--- config.mk ---
export PLATFORM = sky130hd
export DESIGN_NAME = degradado_param
export DESIGN_NICKNAME = d
export VERILOG_FILES = /design/src/rtl/degradado_pkg.sv /design/src/rtl/degradado_param_prescaler.sv /design/src/rtl/degradado_param.sv
export SDC_FILE = /design/constraint.sdc
export NUM_CORES = 1
export LEC_CHECK = 0
export BUFFER_PORTS_ARGS = -buffer_cell sky130_fd_sc_hd__buf_2
export CORE_MARGIN = 2
export CORE_UTILIZATION = 25
export CTS_CLUSTER_SIZE = 30
export DETAILED_ROUTE_END_ITERATION = 7
export PLACE_DENSITY = 0.39
export SLEW_MARGIN = 20
export SYNTH_ARGS = -nofsm -noshare
export SYNTH_HDL_FRONTEND = slang
export SYNTH_SLANG_ARGS = --single-unit
--- constraint.sdc ---
create_clock -name CLK -period 4.5 [get_ports CLK]
set_input_delay 0.45 -clock CLK [delete_from_list [all_inputs] [get_ports CLK]]
set_output_delay 0.45 -clock CLK [all_outputs]
set_load 0.05 [all_outputs]
--- src/rtl/degradado_pkg.sv ---
// Shared definitions for the parametrised background-fade generator.
// Mode codes, channel indices, direction state and a channel extractor.
package degradado_pkg;

    localparam logic [1:0] MODE_HOLD   = 2'd0;
    localparam logic [1:0] MODE_BOUNCE = 2'd1;
    localparam logic [1:0] MODE_WRAP   = 2'd2;

    localparam int CH_B = 0;
    localparam int CH_G = 1;
    localparam int CH_R = 2;

    localparam int MAX_CH_W = 16;

    typedef enum logic {
        DIR_UP   = 1'b0,
        DIR_DOWN = 1'b1
    } dir_e;

    // Colour words are zero-extended into a fixed container so one
    // function serves every CH_W up to MAX_CH_W.
    function automatic logic [MAX_CH_W-1:0] get_ch(
        input logic [3*MAX_CH_W-1:0] c,
        input int unsigned           n,
        input int unsigned           w
    );
        logic [MAX_CH_W-1:0] mask;
        mask = (MAX_CH_W'(1) << w) - MAX_CH_W'(1);
        return MAX_CH_W'(c >> (n * w)) & mask;
    endfunction

endpackage

--- src/rtl/degradado_param_prescaler.sv ---
// Once-per-frame tick from the vertical address, divided down to a
// colour-step strobe.
module frame_tick_prescaler #(
    parameter int V_W             = 10,
    parameter int LINE_TRIGGER    = 1,
    parameter int FRAMES_PER_STEP = 4
) (
    input  logic           CLK,
    input  logic           RST,
    input  logic [V_W-1:0] ADDRV,
    input  logic           enable,
    output logic           step
);

    localparam int CNT_W =
        (FRAMES_PER_STEP > 1) ? $clog2(FRAMES_PER_STEP) : 1;
    localparam logic [CNT_W-1:0] CNT_LAST = CNT_W'(FRAMES_PER_STEP - 1);

    logic             match_now;
    logic             match_q;
    logic             tick_q;
    logic [CNT_W-1:0] cnt_q;
    logic             cnt_last;

    assign match_now = (ADDRV == V_W'(LINE_TRIGGER));
    assign cnt_last  = (cnt_q == CNT_LAST);
    assign step      = tick_q & enable & cnt_last;

    always_ff @(posedge CLK) begin
        if (RST) begin
            match_q <= 1'b0;
            tick_q  <= 1'b0;
            cnt_q   <= '0;
        end else begin
            match_q <= match_now;
            tick_q  <= match_now & ~match_q;
            if (tick_q && enable) begin
                cnt_q <= cnt_last ? '0 : cnt_q + CNT_W'(1);
            end
        end
    end

endmodule

--- src/rtl/degradado_param.sv ---
// Background-fade generator: walks an RGB colour between run-time
// bounds once per programmable number of frames.
module degradado_param
    import degradado_pkg::*;
#(
    parameter int CH_W            = 4,
    parameter int V_W             = 10,
    parameter int LINE_TRIGGER    = 1,
    parameter int FRAMES_PER_STEP = 4
) (
    input  logic              CLK,
    input  logic              RST,
    input  logic              video_ON,
    input  logic [V_W-1:0]    ADDRV,
    input  logic              enable,
    input  logic [1:0]        mode,
    input  logic [3*CH_W-1:0] color_min,
    input  logic [3*CH_W-1:0] color_max,
    output logic [3*CH_W-1:0] COLOR_OUT,
    output logic              step_tick,
    output logic              dir_down
);

    localparam int COL_W = 3 * CH_W;
    localparam int EXT_W = 3 * MAX_CH_W;

    logic             step;
    logic [COL_W-1:0] color_q;
    dir_e             dir_q;

    logic [CH_W-1:0]  cur [3];
    logic [CH_W-1:0]  lo  [3];
    logic [CH_W-1:0]  hi  [3];
    logic [CH_W-1:0]  clp [3];
    logic [CH_W-1:0]  inc [3];
    logic [CH_W-1:0]  dec [3];
    logic [CH_W-1:0]  nxt [3];
    logic [2:0]       oor;
    logic             at_max;
    logic             at_min;
    logic             inc_done;
    logic             dec_done;
    dir_e             nxt_dir;
    logic [COL_W-1:0] nxt_col;

    frame_tick_prescaler #(
        .V_W             (V_W),
        .LINE_TRIGGER    (LINE_TRIGGER),
        .FRAMES_PER_STEP (FRAMES_PER_STEP)
    ) u_prescaler (
        .CLK    (CLK),
        .RST    (RST),
        .ADDRV  (ADDRV),
        .enable (enable),
        .step   (step)
    );

    always_comb begin
        for (int i = 0; i < 3; i++) begin
            cur[i] = CH_W'(get_ch(EXT_W'(color_q), i, CH_W));
            lo[i]  = CH_W'(get_ch(EXT_W'(color_min), i, CH_W));
            hi[i]  = CH_W'(get_ch(EXT_W'(color_max), i, CH_W));
        end
    end

    always_comb begin
        oor = '0;
        for (int i = 0; i < 3; i++) begin
            clp[i] = cur[i];
            if (cur[i] < lo[i]) begin
                clp[i] = lo[i];
                oor[i] = 1'b1;
            end else if (cur[i] > hi[i]) begin
                clp[i] = hi[i];
                oor[i] = 1'b1;
            end
        end
        at_max = (color_q == color_max);
        at_min = (color_q == color_min);
    end

    // Ascent fills B first; descent drains R first.
    always_comb begin
        inc_done = 1'b0;
        dec_done = 1'b0;
        for (int i = 0; i < 3; i++) begin
            inc[i] = cur[i];
            dec[i] = cur[i];
        end
        for (int i = 0; i < 3; i++) begin
            if (!inc_done && cur[i] < hi[i]) begin
                inc[i]   = cur[i] + CH_W'(1);
                inc_done = 1'b1;
            end
        end
        for (int i = 2; i >= 0; i--) begin
            if (!dec_done && cur[i] > lo[i]) begin
                dec[i]   = cur[i] - CH_W'(1);
                dec_done = 1'b1;
            end
        end
    end

    always_comb begin
        nxt     = cur;
        nxt_dir = dir_q;
        if (|oor) begin
            nxt = clp;
            if (mode == MODE_WRAP) begin
                nxt_dir = DIR_UP;
            end
        end else begin
            unique case (1'b1)
                (mode == MODE_BOUNCE): begin
                    if (dir_q == DIR_UP) begin
                        if (at_max) nxt_dir = DIR_DOWN;
                        else        nxt     = inc;
                    end else begin
                        if (at_min) nxt_dir = DIR_UP;
                        else        nxt     = dec;
                    end
                end
                (mode == MODE_WRAP): begin
                    nxt_dir = DIR_UP;
                    nxt     = at_max ? lo : inc;
                end
                default: begin
                end
            endcase
        end
        nxt_col = {nxt[CH_R], nxt[CH_G], nxt[CH_B]};
    end

    always_ff @(posedge CLK) begin
        if (RST) begin
            color_q   <= '0;
            dir_q     <= DIR_UP;
            step_tick <= 1'b0;
            COLOR_OUT <= '0;
        end else begin
            step_tick <= step;
            if (step) begin
                color_q <= nxt_col;
                dir_q   <= nxt_dir;
            end
            COLOR_OUT <= video_ON ? color_q : '0;
        end
    end

    assign dir_down = (dir_q == DIR_DOWN);

endmodule

# Word-level counts from Yosys, hierarchy flattened
# Index checks and enable logic that the tools add are counted.
# W data, S select, Z words.
[word_totals]
latch_bits = 0
output_inout_bits = 14
reg_bits = 30
romBits = 0
input_bits = 40
ramBits = 0
n_memories = 0
[classes]
bitwise = 5
eq_ne = 15
mul = 0
shifts = 0
n_mux = 35
n_lt_le_gt_ge = 12
n_div = 0
reduce_logical = 17
n_addsub = 7
[op_table]
columns = ["cell", "n"]
rows = [
  ["$mux W12", 5],
  ["$mux W4", 12],
  ["$eq A12 B12 Y1", 2],
  ["$gt A4 B4 Y1", 6],
  ["$lt A4 B4 Y1", 6],
  ["$pmux W12 S2", 1],
  ["$ne A4 B4 Y1 const B", 5],
  ["$reduce_and A6 Y1", 3],
  ["$mux W1", 15],
  ["$add A4 B1 Y4 const B", 3],
  ["$sub A4 B1 Y4 const B", 3],
  ["$eq A10 B1 Y1 const B", 1],
  ["$ne A3 B3 Y1 const B", 3],
  ["$logic_and A1 B1 Y1", 5],
  ["$eq A2 B2 Y1 const B", 2],
  ["$logic_not A1 Y1", 4],
  ["$and A1 B1 Y1", 3],
  ["$reduce_and A3 Y1", 1],
  ["$reduce_bool A3 Y1", 1],
  ["$reduce_or A3 Y1", 1],
  ["$add A2 B1 Y2 const B", 1],
  ["$eq A2 B1 Y1 const B", 1],
  ["$mux W2", 1],
  ["$ne A2 B1 Y1 const B", 1],
  ["other kinds (4)", 5],
]

# Depth between registers and ports, before layout
[depth]
ltp_word = 12
mapped_depth = 11
mapped_depth_nobuf = 9

# By module
# Synthesis repeated with hierarchy kept, for this count alone.
[unflattened]
cells_unflattened = 371
hier_area_um2 = 2930.3
[modules_own_cells]
columns = ["mod", "area_each_um2", "cells_per_inst", "n_inst", "seq_area_each_um2"]
rows = [
  ["degradado_param", 2740.1, 353, 1, 520.5],
  ["frame_tick_prescaler", 190.2, 18, 1, 80.1],
]

# Worst setup path after synthesis
# No wires, ideal clock.
[synth_path]
path_type = "input port to flip-flop"
startpoint = "in color_max[5]"
endpoint = "reg dir_q (netlist: dir_down)"
setup_ns = 0.122
slack_ns = 1.989
t_arrival_ns = 2.389
required_ns = 4.378
stages = 10
path_buffers = 2
cell_sequence = "inv_1 -> ha_1 -> nor2b_1 -> or4_4 -> a32oi_4 -> and4_1 -> buf_6 -> buf_12 -> a21oi_1 -> o311a_1"
[synth_between]
elab_chain_len = 6
word_cells_on_any_way = 11
classes_between = "1 x order compare; 2 x eq/ne; 6 x mux; 2 x reduce/logical"
[synth_lines]
columns = ["element", "line", "text"]
rows = [
  ["start, declared", "degradado_param.sv:18", "input logic [3*CH_W-1:0] color_max,"],
  ["$gt A4 B4 Y1", "degradado_param.sv:73", "end else if (cur[i] > hi[i]) begin"],
  ["$mux W1", "degradado_param.sv:73", ""],
  ["$mux W1", "degradado_param.sv:70", "if (cur[i] < lo[i]) begin"],
  ["$reduce_or A3 Y1", "degradado_param.sv:107", "if (|oor) begin"],
  ["$ne A2 B1 Y1 (no line)", "-", ""],
  ["$reduce_and A3 Y1 (no line)", "-", ""],
  ["end signal, assigned", "degradado_param.sv:144", "dir_q <= nxt_dir;"],
  ["end, declared", "degradado_param.sv:29", "dir_e dir_q;"],
]
# Several ways; a longest one is shown, not always the timed one.
# A chain may end at the register's enable or synchronous reset.

# Worst setup path after layout
[layout_path]
startpoint = "reg color_q[5]"
endpoint = "reg color_q[9]"
[layout_between]
elab_chain_len = 10
word_cells_on_any_way = 24
classes_between = "3 x order compare; 6 x eq/ne; 9 x mux; 6 x reduce/logical"
[layout_lines]
columns = ["element", "line", "text"]
rows = [
  ["start, declared", "degradado_param.sv:28", "logic [COL_W-1:0] color_q;"],
  ["start signal, assigned", "degradado_param.sv:143", "color_q <= nxt_col;"],
  ["$lt A4 B4 Y1", "degradado_param.sv:91", "if (!inc_done && cur[i] < hi[i]) begin"],
  ["$logic_and A1 B1 Y1", "degradado_param.sv:91", ""],
  ["$mux W1", "degradado_param.sv:91", ""],
  ["$logic_not A1 Y1", "degradado_param.sv:91", ""],
  ["$logic_and A1 B1 Y1", "degradado_param.sv:91", ""],
  ["$mux W4", "degradado_param.sv:91", ""],
  ["$mux W12", "degradado_param.sv:116", "if (at_max) nxt_dir = DIR_DOWN;"],
  ["$mux W12", "degradado_param.sv:115", "if (dir_q == DIR_UP) begin"],
  ["$pmux W12 S2", "degradado_param.sv:113", "unique case (1'b1)"],
  ["$mux W12", "degradado_param.sv:107", ""],
]
# Several ways; a longest one is shown, not always the timed one. The select of a mux whose other input is x is not followed.

==> impl_metrics.tcl <==
set metrics [dict create \
    crit_required_ns 4.71 \
    rsz0062_at_grt "false" \
    die_y_um 109 \
    ff_latch_area_um2 601 \
    antenna_found_initial 0 \
    grt_pass1_vias 2448 \
    cts_tree "done" \
    crit_type "reg -> reg" \
    cts_made_buffers 5 \
    worst_setup_path_start_kind "register" \
    ir_worst_vdd_mv 0.0918 \
    htree_levels 2 \
    drt_iter0_markers 235 \
    area_growth_pct 16.9 \
    start_util_pct 25.5 \
    slew_viol_final 0 \
    placed_cell_area_um2 3130 \
    critPathCapture "color_q[9]" \
    via_per_inst 5.16 \
    synth_top_area_share_pct 21.8 \
    final_core_util_pct 29.8 \
    grt_overflow 0 \
    place_inst 527 \
    synth.distinct_cells 71 \
    fmaxAchievable_ghz 0.322 \
    finalNonFillerCells 535 \
    grt_max_degree 16 \
    firstDrtPassIters 5 \
    vias 2758 \
    ctsLongestPathBuffers 2 \
    track_usage_pct 14.8 \
    n_fill_cell 1180 \
    antenna_left 0 \
    num_io_pins 54 \
    fin_crit_ns 3.11 \
    startpoint "color_q[5]" \
    yosysSeqAreaShare_pct 21.8 \
    gp_congestion 0.789 \
    rows 38 \
    rr_startpoint "color_q[5]" \
    nets 467 \
    synth_ff_type "dfxtp_1" \
    setup_violations 0 \
    p_total_mw 0.586 \
    multi_input_area_um2 1950 \
    powerDensity_nw_per_um2 182 \
    period_share_pct 69.1 \
    layout_commonest_cell "buf_2" \
    cts_setup_buffers 0 \
    rrSetupSlack_ns 1.39 \
    tightestPinTransition_ns 0.848 \
    drive_gt1_share_pct 20.8 \
    relSlewSlack_pct 43.4 \
    crit_fanout 14 \
    rr_worst_depth 8 \
    synthTopCellsByArea "dfxtp_1 22%, ha_1 15%, inv_1 4.8%" \
    cp.arrival_ns 3.32 \
    cts.sinks 30 \
    grt_pass1_wl_um 13500 \
    detail_route.wl_per_cell_um 16.2 \
    clkTransAtPathRegs_ns 0.07 \
    diodes 0 \
    core-area_um2 10800 \
    tns_ns 0 \
    hold_ws_ns 0.341 \
    syn-mean-instance-area_um2 8.01 \
    holdBufCountCts 0 \
    postRouteWirelength_um 8660 \
    ys_seq_elements 30 \
    clock_latency_ns 0.28 \
    status "finished, final reports clean" \
    ctsResizeCount 0 \
    hold_viol 0 \
    syn_inst 344 \
    die_area_um2 11900 \
    final_cell_mix "53 x buf_2, 35 x inv_1, 33 x ha_1" \
    worst_r2r_endpoint "color_q[9]" \
    maxCapViolCount 0 \
    p_leak_nw 1.40 \
    port_buffers 53 \
    die_w_um 109 \
    postLayoutSetupSlackWorst_ns 1.39 \
    fin_skew_ns 0.0112 \
    synth_nets 417 \
    ys_warn_count 0 \
    hp-class "in -> reg" \
    root_buffer "clkbuf_8" \
    synth_top_cell_by_area "dfxtp_1" \
    drc 0 \
    pre_cts_ws_ns 1.34 \
    synth_area_um2 2760 \
    async_flop_share_pct 0 \
    synth_edf_count 0 \
    design_area_um2 3220 \
    hpwl_um 6780 \
    crit_path_end_kind "register" \
]
## how the worst min path moves through the flow
stage | from | end | slack [ns] | cells after the start
floorplan | u_prescaler.match_q | u_prescaler.tick_q | 0.37 | 1
global placement | u_prescaler.match_q | u_prescaler.tick_q | 0.38 | 1
detailed placement | u_prescaler.match_q | u_prescaler.tick_q | 0.38 | 1
CTS | ADDRV[7] | u_prescaler.match_q | 0.34 | 2
global route | ADDRV[7] | u_prescaler.match_q | 0.34 | 2
finish | ADDRV[7] | u_prescaler.match_q | 0.34 | 2
## synthesized netlist by cell type (all sizes together), types with 2 or more instances
cell / n
inv: 35
o2111ai: 3
xnor2: 5
a21o: 2
xor2: 4
and3: 3
a311oi: 2
or3: 3
dfxtp: 30
nor3: 8
or4: 2
mux2i: 2
a211oi: 6
buf: 4
o21ai: 27
o41ai: 2
nand2: 28
nor2b: 7
nor4: 6
clkbuf: 7
o31a: 2
and2: 12
a21oi: 21
o31ai: 8
o211ai: 5
nor2: 15
nand4: 9
or2: 3
nand3: 7
a311o: 2
ha: 33
a32oi: 3
a32o: 3
o211a: 2
o21a: 5
a31oi: 8
## kinds of logic (layout without fill, tap and decap cells)
logic type      Yosys count  in the layout  synth area share, %
mux                       2              2                0.727
fa+ha+maj                33             33                 15.0
simple gates            108            108                 21.2
buf+inv                  46             97                 7.45
flops                    30             30                 21.8
compound gates          116            116                 31.0
xor+xnor                  9              9                 2.86
## metal layers
metal  vias to the layer above  part of all wire (%)  wire, µm  GRT usage, %
met3                         4                   5.2       453          2.09
met1                      1273                    49      4240          21.4
li1                       1382                     -         -             -
met4                         0                  0.48        42          2.56
met5                         -                     0         0             0
met2                        99                    45      3930          23.6
## state kept, by name, indices dropped and copies added (netlist names)
| name | flops |
|---|---|
| step_tick | 1 |
| color_q | 12 |
| u_prescaler.tick_q | 1 |
| dir_down | 1 |
| u_prescaler.match_q | 1 |
| u_prescaler.cnt_q | 2 |
| COLOR_OUT | 12 |
## layout make-up
class                           count  area share [%]
Inverter                           35            4.08
Clock inverter                      1           0.155
Tap cell                          140            5.44
Sequential cell                    30            18.6
Timing Repair Buffer               54            8.47
Clock buffer                        7            2.68
Multi-Input combinational cell    268            60.5
## where the power goes
| group | switching, mW | total (mW) | internal (mW) |
|---|---|---|---|
| logic | 0.0509 | 0.0875 | 0.0366 |
| registers | 0.00000769 | 0.265 | 0.265 |
| clock network | 0.110 | 0.233 | 0.124 |
## critical path, cell delays in order (launching register included)
cell and delay, ns:
dfxtp_1 0.49, ha_1 0.30, nor2b_1 0.14, or4_4 0.43, a32oi_4 0.35, and4_1 0.70
a211oi_1 0.13, a311o_1 0.35, a21oi_1 0.13
(Power assumes the default switching activity.)
